### src/rtl/pc_fetch_ctrl.sv
// ============================================================================
// Module      : pc_fetch_ctrl
// Description : PC sequencer for the single-cycle core. Drives the PC
//               register load, handles the imem fetch handshake, holds the
//               fetched instruction until retire and picks the next PC.
// Revision    : 1.0 - initial release
// ============================================================================
`default_nettype none

module pc_fetch_ctrl #(
    parameter logic [31:0] RESET_VECTOR   = 32'h0000_0000,
    parameter logic [31:0] TRAP_VECTOR    = 32'h0000_0004,
    parameter int          TIMEOUT_CYCLES = 16
) (
    input  logic        clk,
    input  logic        reset_n,
    input  logic [31:0] pc,
    output logic [31:0] next_pc,
    output logic        pc_enable,
    output logic        imem_req,
    output logic [31:0] imem_addr,
    input  logic        imem_ack,
    input  logic [31:0] imem_rdata,
    output logic [31:0] instr,
    output logic        instr_valid,
    input  logic        retire,
    input  logic        redirect,
    input  logic [31:0] redirect_target,
    input  logic        trap,
    input  logic        halt,
    input  logic        resume,
    output logic        fetch_fault,
    output logic [2:0]  state
);

    localparam int                 c_cnt_w    = $clog2(TIMEOUT_CYCLES + 1);
    localparam logic [c_cnt_w-1:0] c_cnt_last = c_cnt_w'(TIMEOUT_CYCLES - 1);

    typedef enum logic [2:0] {
        S_BOOT  = 3'd0,
        S_FETCH = 3'd1,
        S_EXEC  = 3'd2,
        S_HALT  = 3'd3,
        S_FAULT = 3'd4
    } state_t;

    state_t             r_state, w_state_nxt;
    logic [c_cnt_w-1:0] r_cnt, w_cnt_nxt;
    logic [31:0]        r_instr, w_instr_nxt;
    logic               r_instr_valid, w_instr_valid_nxt;
    logic [31:0]        w_redirect_pc;

    // Branch/jump targets are forced onto a word boundary.
    assign w_redirect_pc = redirect_target & ~32'h0000_0003;

    always_ff @(posedge clk or negedge reset_n) begin
        if (!reset_n) begin
            r_state       <= S_BOOT;
            r_cnt         <= '0;
            r_instr       <= '0;
            r_instr_valid <= 1'b0;
        end else begin
            r_state       <= w_state_nxt;
            r_cnt         <= w_cnt_nxt;
            r_instr       <= w_instr_nxt;
            r_instr_valid <= w_instr_valid_nxt;
        end
    end

    always_comb begin
        w_state_nxt       = r_state;
        w_cnt_nxt         = r_cnt;
        w_instr_nxt       = r_instr;
        w_instr_valid_nxt = r_instr_valid;
        next_pc           = pc;
        pc_enable         = 1'b0;
        imem_req          = 1'b0;
        fetch_fault       = 1'b0;

        case (r_state)
            S_BOOT: begin
                pc_enable   = 1'b1;
                next_pc     = RESET_VECTOR;
                w_cnt_nxt   = '0;
                w_state_nxt = S_FETCH;
            end
            S_FETCH: begin
                imem_req = 1'b1;
                // An ack on the last allowed cycle beats the timeout.
                if (imem_ack) begin
                    w_instr_nxt       = imem_rdata;
                    w_instr_valid_nxt = 1'b1;
                    w_cnt_nxt         = '0;
                    w_state_nxt       = S_EXEC;
                end else if (r_cnt == c_cnt_last) begin
                    w_cnt_nxt   = '0;
                    w_state_nxt = S_FAULT;
                end else begin
                    w_cnt_nxt = r_cnt + 1'b1;
                end
            end
            S_EXEC: begin
                if (retire) begin
                    pc_enable         = 1'b1;
                    w_instr_valid_nxt = 1'b0;
                    if (trap)
                        next_pc = TRAP_VECTOR;
                    else if (redirect)
                        next_pc = w_redirect_pc;
                    else
                        next_pc = pc + 32'd4;
                    w_state_nxt = halt ? S_HALT : S_FETCH;
                end
            end
            S_HALT: begin
                if (resume)
                    w_state_nxt = S_FETCH;
            end
            S_FAULT: begin
                fetch_fault = 1'b1;
                pc_enable   = 1'b1;
                next_pc     = TRAP_VECTOR;
                w_state_nxt = S_FETCH;
            end
            default: begin
                w_state_nxt = S_BOOT;
            end
        endcase
    end

    assign imem_addr   = pc;
    assign instr       = r_instr;
    assign instr_valid = r_instr_valid;
    assign state       = r_state;

endmodule

`default_nettype wire

### config.mk
export PLATFORM = sky130hd
export DESIGN_NAME = pc_fetch_ctrl
export DESIGN_NICKNAME = d
export VERILOG_FILES = /design/src/rtl/pc_fetch_ctrl.sv
export SDC_FILE = /design/constraint.sdc
export NUM_CORES = 1
export LEC_CHECK = 0
export BUFFER_PORTS_ARGS = -buffer_cell sky130_fd_sc_hd__buf_2
export CAP_MARGIN = 10
export CORE_ASPECT_RATIO = 1.4
export CORE_MARGIN = 10
export CORE_UTILIZATION = 47
export CTS_BUF_LIST = sky130_fd_sc_hd__clkbuf_4 sky130_fd_sc_hd__clkbuf_8
export CTS_CLUSTER_DIAMETER = 100
export DETAILED_ROUTE_END_ITERATION = 7
export PLACE_DENSITY = 0.88
export SLEW_MARGIN = 20
export SYNTH_ARGS = -nofsm -noshare
export SYNTH_HDL_FRONTEND = slang
export SYNTH_SLANG_ARGS = --single-unit
### constraint.sdc
create_clock -name clk -period 5.5 [get_ports clk]
set_clock_uncertainty 0.1 [all_clocks]
set_input_delay 1.65 -clock clk [delete_from_list [all_inputs] [get_ports clk]]
set_output_delay 1.65 -clock clk [all_outputs]
set_load 0.05 [all_outputs]
== After elaboration in Yosys (flattened, before gate mapping) ==
Index checks and enable logic that the tools add are counted.
Storage, ports and cells
  output and inout bits: 103
  register bits: 41
Cells by class
  mux-type cells: 20
  reductions and logical operators: 7
  add/subtract/negate cells: 2
  equality and inequality tests: 9
Operators with widths (count)
  $mux W32: 3
  $pmux W32 S3: 1
  $add A32 B3 Y32 const B: 1
  $mux W3: 4
  $pmux W3 S4: 1
  $mux W5: 2
  $pmux W5 S2: 1
  $eq A3 B2 Y1 const B: 2
  $ne A2 B2 Y1 const B: 3
  $reduce_and A3 Y1: 2
  $add A5 B1 Y5 const B: 1
  $eq A5 B4 Y1 const B: 1
  $mux W1: 5
  $pmux W1 S2: 2
  $reduce_bool A2 Y1: 2
  $eq A3 B1 Y1 const B: 1
  $eq A3 B3 Y1 const B: 1
  $logic_not A3 Y1: 1
  $ne A3 B3 Y1 const B: 1
  $mux W2: 1
  $reduce_and A2 Y1: 1
  $reduce_or A2 Y1: 1

== Depth between registers and ports, before layout ==
  depth in word-level cells: 5
  gate-level depth with buffers: 8
  depth with buffers taken out: 6

== Worst setup path before layout ==
Ideal clock, no wire load.
  kind: input -> output
  from: input port pc[2]
  to: output port next_pc[28]
  required time: 3750 ps
  arrival time: 3682 ps
  path slack: 68 ps
  cell stages on the path: 6
  path through: ha_1 > nand3_2 > nor4_4 > buf_6 > nand4_1 > o311ai_1
On the way
  longest elaborated chain between the ends: 5
RTL lines
  start: declaration: RTL line 17  | input logic [31:0] pc,
  $add A32 B3 Y32: RTL line 111  | next_pc = pc + 32'd4;
  $mux W32: RTL line 108  | else if (redirect)
  $mux W32: RTL line 106  | if (trap)
  $mux W32: RTL line 103  | if (retire) begin
  $pmux W32 S3: RTL line 80  | case (r_state)
  end: declaration: RTL line 18  | output logic [31:0] next_pc,
No other way between the ends.

== Final worst setup path ==
  from: input port pc[2]
  to: output port next_pc[14]
The elaborated chain is that of the path after synthesis.

==> run_results.csv <==
group,metric,value,unit
clock_tree,cts_tree,"done",
route,wl,10.96,mm
yosys,synth_most_common_cell,"dfrtp_1",
worst_setup_path,crit_top_cell,"buf_2",
yosys,synth-seq-cells,41,
pwr,p_leak,2.017,nW
die,core_area,0.006569,mm^2
worst_setup_path,cp-endpoint,"next_pc[14]",
clock_tree,htreeDepth,2,
final_layout,drive_above_1_share,0.4924,
die,die-width,89.49,um
min_path,hold_depth,1,
final_layout,multi_input_area,0.001770,mm^2
timing,relSlewSlack,0.4224,
timing,period_minus_slack,5114,ps
yosys,yosysTopAreaCell,"dfrtp_1",
yosys,synth_edf_count,0,
pwr,peakVddDrop,0.4942,mV
worst_setup_path,r2r_cells,4,
yosys,ys_top_cells_by_area,"dfrtp_1 32%, buf_4 8.3%, mux2_2 6.4%, mux2_1 5.0%, o21ai_0 4.7%",
pwr,p_sw_frac,0.5965,
clock_tree,cts_hold_buf,0,
timing,rsz0062_at_grt,"no",
global_route,grt_remaining_overflow,0,
die,rows,35,
place,port_buffers,204,
pwr,power.internal,0.9071,mW
die,die_h,117.3,um
die,start_util,0.4836,
worst_setup_path,cp_slowest_cell,"nor3_1",
clock_tree,cts_buffers,5,
timing,setup_slack,386.0,ps
final_layout,postLayoutCellArea,0.004085,mm^2
global_route,grt_max_degree,42,
status,status,"complete, no violations",
timing,finalSetupViolations,0,
die,top_level_ports,207,
final_layout,syn_to_final_growth,28.59,%
global_route,grt_pass1_vias,3364,
yosys,synth_top_cell_area_share,0.3230,
worst_setup_path,crit_path_start_kind,"primary input",
yosys,syn_area_per_cell,8.924,um^2
final_layout,post-route-util,0.6219,
clock_tree,clk_pin_slew,80,ps
yosys,async_flop_share,1.000,
route,vias,3381,
worst_setup_path,required,3750,ps
worst_setup_path,slowest_delay,320,ps
timing,max_freq,195.5,MHz
route,firstDrtPassIters,4,
place,dp_hpwl,9.122,mm
yosys,synthTopCellsByCount,"41 x dfrtp_1, 35 x buf_4, 30 x o21ai_0",
worst_setup_path,r2r-end,"instr[4]",
yosys,ys_warn_count,0,
die,die-area,0.01049,mm^2
final_layout,seq_area,0.001026,mm^2
pwr,power_frac_seq,0.237,
worst_setup_path,crit_fanout,7,
timing,hold_viol,0,
min_path,hp-class,"flop to flop",
place,postPlaceCellArea,0.003996,mm^2
pwr,switching_power,1.341,mW
worst_setup_path,crit_chain,"buf_2, ha_1, nand3_2, nor3_1, nor3b_1, a22oi_1, o2bb2ai_1, buf_2",
place,place.gp.congestion,0.8641,
job,cap_violations,0,
timing,slew_viol_final,0,
route,drcViolationCount,0,
timing,finalCritPeriodShare,0.9298,
route,avgRoutedWirePerCell,18.29,um
yosys,synth_cells,356,
worst_setup_path,r2r_setup_slack,3480,ps
global_route,grt_usage,0.1976,
route,drtIter0Drc,134,
final_layout,finalNetCount,629,
clock_tree,post_cts_buffers,0,
pwr,p_per_area,550.3,mW/mm^2
clock_tree,clk_path_buf_depth,2,
yosys,synth_cell_types,57,
route,antenna_left,0,
place,dpl_worst_slack,399.1,ps
worst_setup_path,crit_path_end_kind,"output pin",
clock_tree,cts_resized,0,
global_route,grt_pass1_wl,16.56,mm
yosys,syn_area,0.003177,mm^2
worst_setup_path,r2r-start,"state[1]",
timing,worstMarginPinSlew,866.4,ps
pwr,power_frac_comb,0.679,
route,avgViaCountPerCell,5.644,
yosys,ys.flop_type,"dfrtp_1",
final_layout,fillCellCount,572,
global_route,antenna_found_initial,3,
pwr,power.total,2.248,mW
worst_setup_path,worst_ep_arrival_time,3360,ps
clock_tree,worstSkewPairLatency,290,ps
yosys,synth_seq_area_share,0.3230,
clock_tree,cts.sinks,41,
timing,tns,0,ps
pwr,clock_power_share,0.084,
worst_setup_path,startpoint,"pc[2]",
yosys,synth_nets,462,
worst_setup_path,critPathKind,"primary input to output pin",
clock_tree,clock-root-buffer,"clkbuf_8",
layer usage:
metal	share of wire	GRT usage	up-vias
li1	-	-	1605
met1	0.34	0.1930	1573
met2	0.50	0.3560	182
met3	0.14	0.09280	17
met4	0.019	0.06277	4
met5	0.0026	0	-
cell usage in the layout, fill, tap and decap left out, drive strengths merged, types with 3 or more instances in the layout:
cell type / count
mux2: 32
o2bb2ai: 3
buf: 213
o21ai: 51
nand4: 8
xor2: 6
inv: 5
nor4: 6
and3: 7
nand2: 26
nor3b: 4
a32oi: 4
a22oi: 14
clkbuf: 5
nor3: 8
a21oi: 17
nor2: 26
nor2b: 3
nand3: 14
dfrtp: 41
sequential cells by signal (all words and copies together), names as in the netlist:
| name | cells |
|---|---|
| r_cnt | 5 |
| instr_valid | 1 |
| instr | 32 |
| state | 3 |
through the flow:
stage,instances,hold slack (ps)
after detailed placement,590,347.6
after global routing,599,389.9
after global placement,590,341.2
final,599,361.4
after floorplan,356,325.4
after CTS,598,362.4
kinds of logic after synthesis:
family,count (synthesis),share of synthesized area
DFF,41,0.3230
xor gates and xnor gates,6,0.01654
adders and majority gates,2,0.007876
AOI/OAI and AO/OA,105,0.1993
and+or+nand+nor,110,0.2139
buffers and inverters,58,0.1197
muxes,34,0.1197
worst max-delay path, delay by kind of cell:
kind                     cells  cell delay [ps]
adder cells (fa/ha/maj)      1              220
buffers and inverters        2              420
AO/OA/AOI/OAI                2              260
AND/OR/NAND/NOR              3              820
power groups by stage:
stage / combinational, mW / sequential (mW) / clock [mW]
floorplan: 0.732 / 0.979 / 0
global placement: 1.52 / 0.525 / 0
detailed placement: 1.54 / 0.538 / 0
CTS: 1.54 / 0.535 / 0.196
global route: 1.61 / 0.554 / 0.205
finish: 1.53 / 0.533 / 0.190
worst min-delay path by stage:
stage | from | to | slack (ps)
after detailed placement | r_cnt[4] | state[2] | 350
after floorplan | r_cnt[4] | state[2] | 330
after global routing | r_cnt[4] | state[2] | 390
final | r_cnt[4] | state[2] | 360
after global placement | r_cnt[4] | state[2] | 340
after CTS | r_cnt[4] | state[2] | 360
cell type report:
type | count | area share
clock inverters | 3 | 0.004288
flip-flops and latches | 41 | 0.2511
clock buffers | 5 | 0.01685
well taps | 74 | 0.02266
multi-input cells | 257 | 0.4334
repair buffers | 213 | 0.2665
inverters | 5 | 0.004594
diodes | 1 | 0.0006126
(Power assumes the default switching activity.)
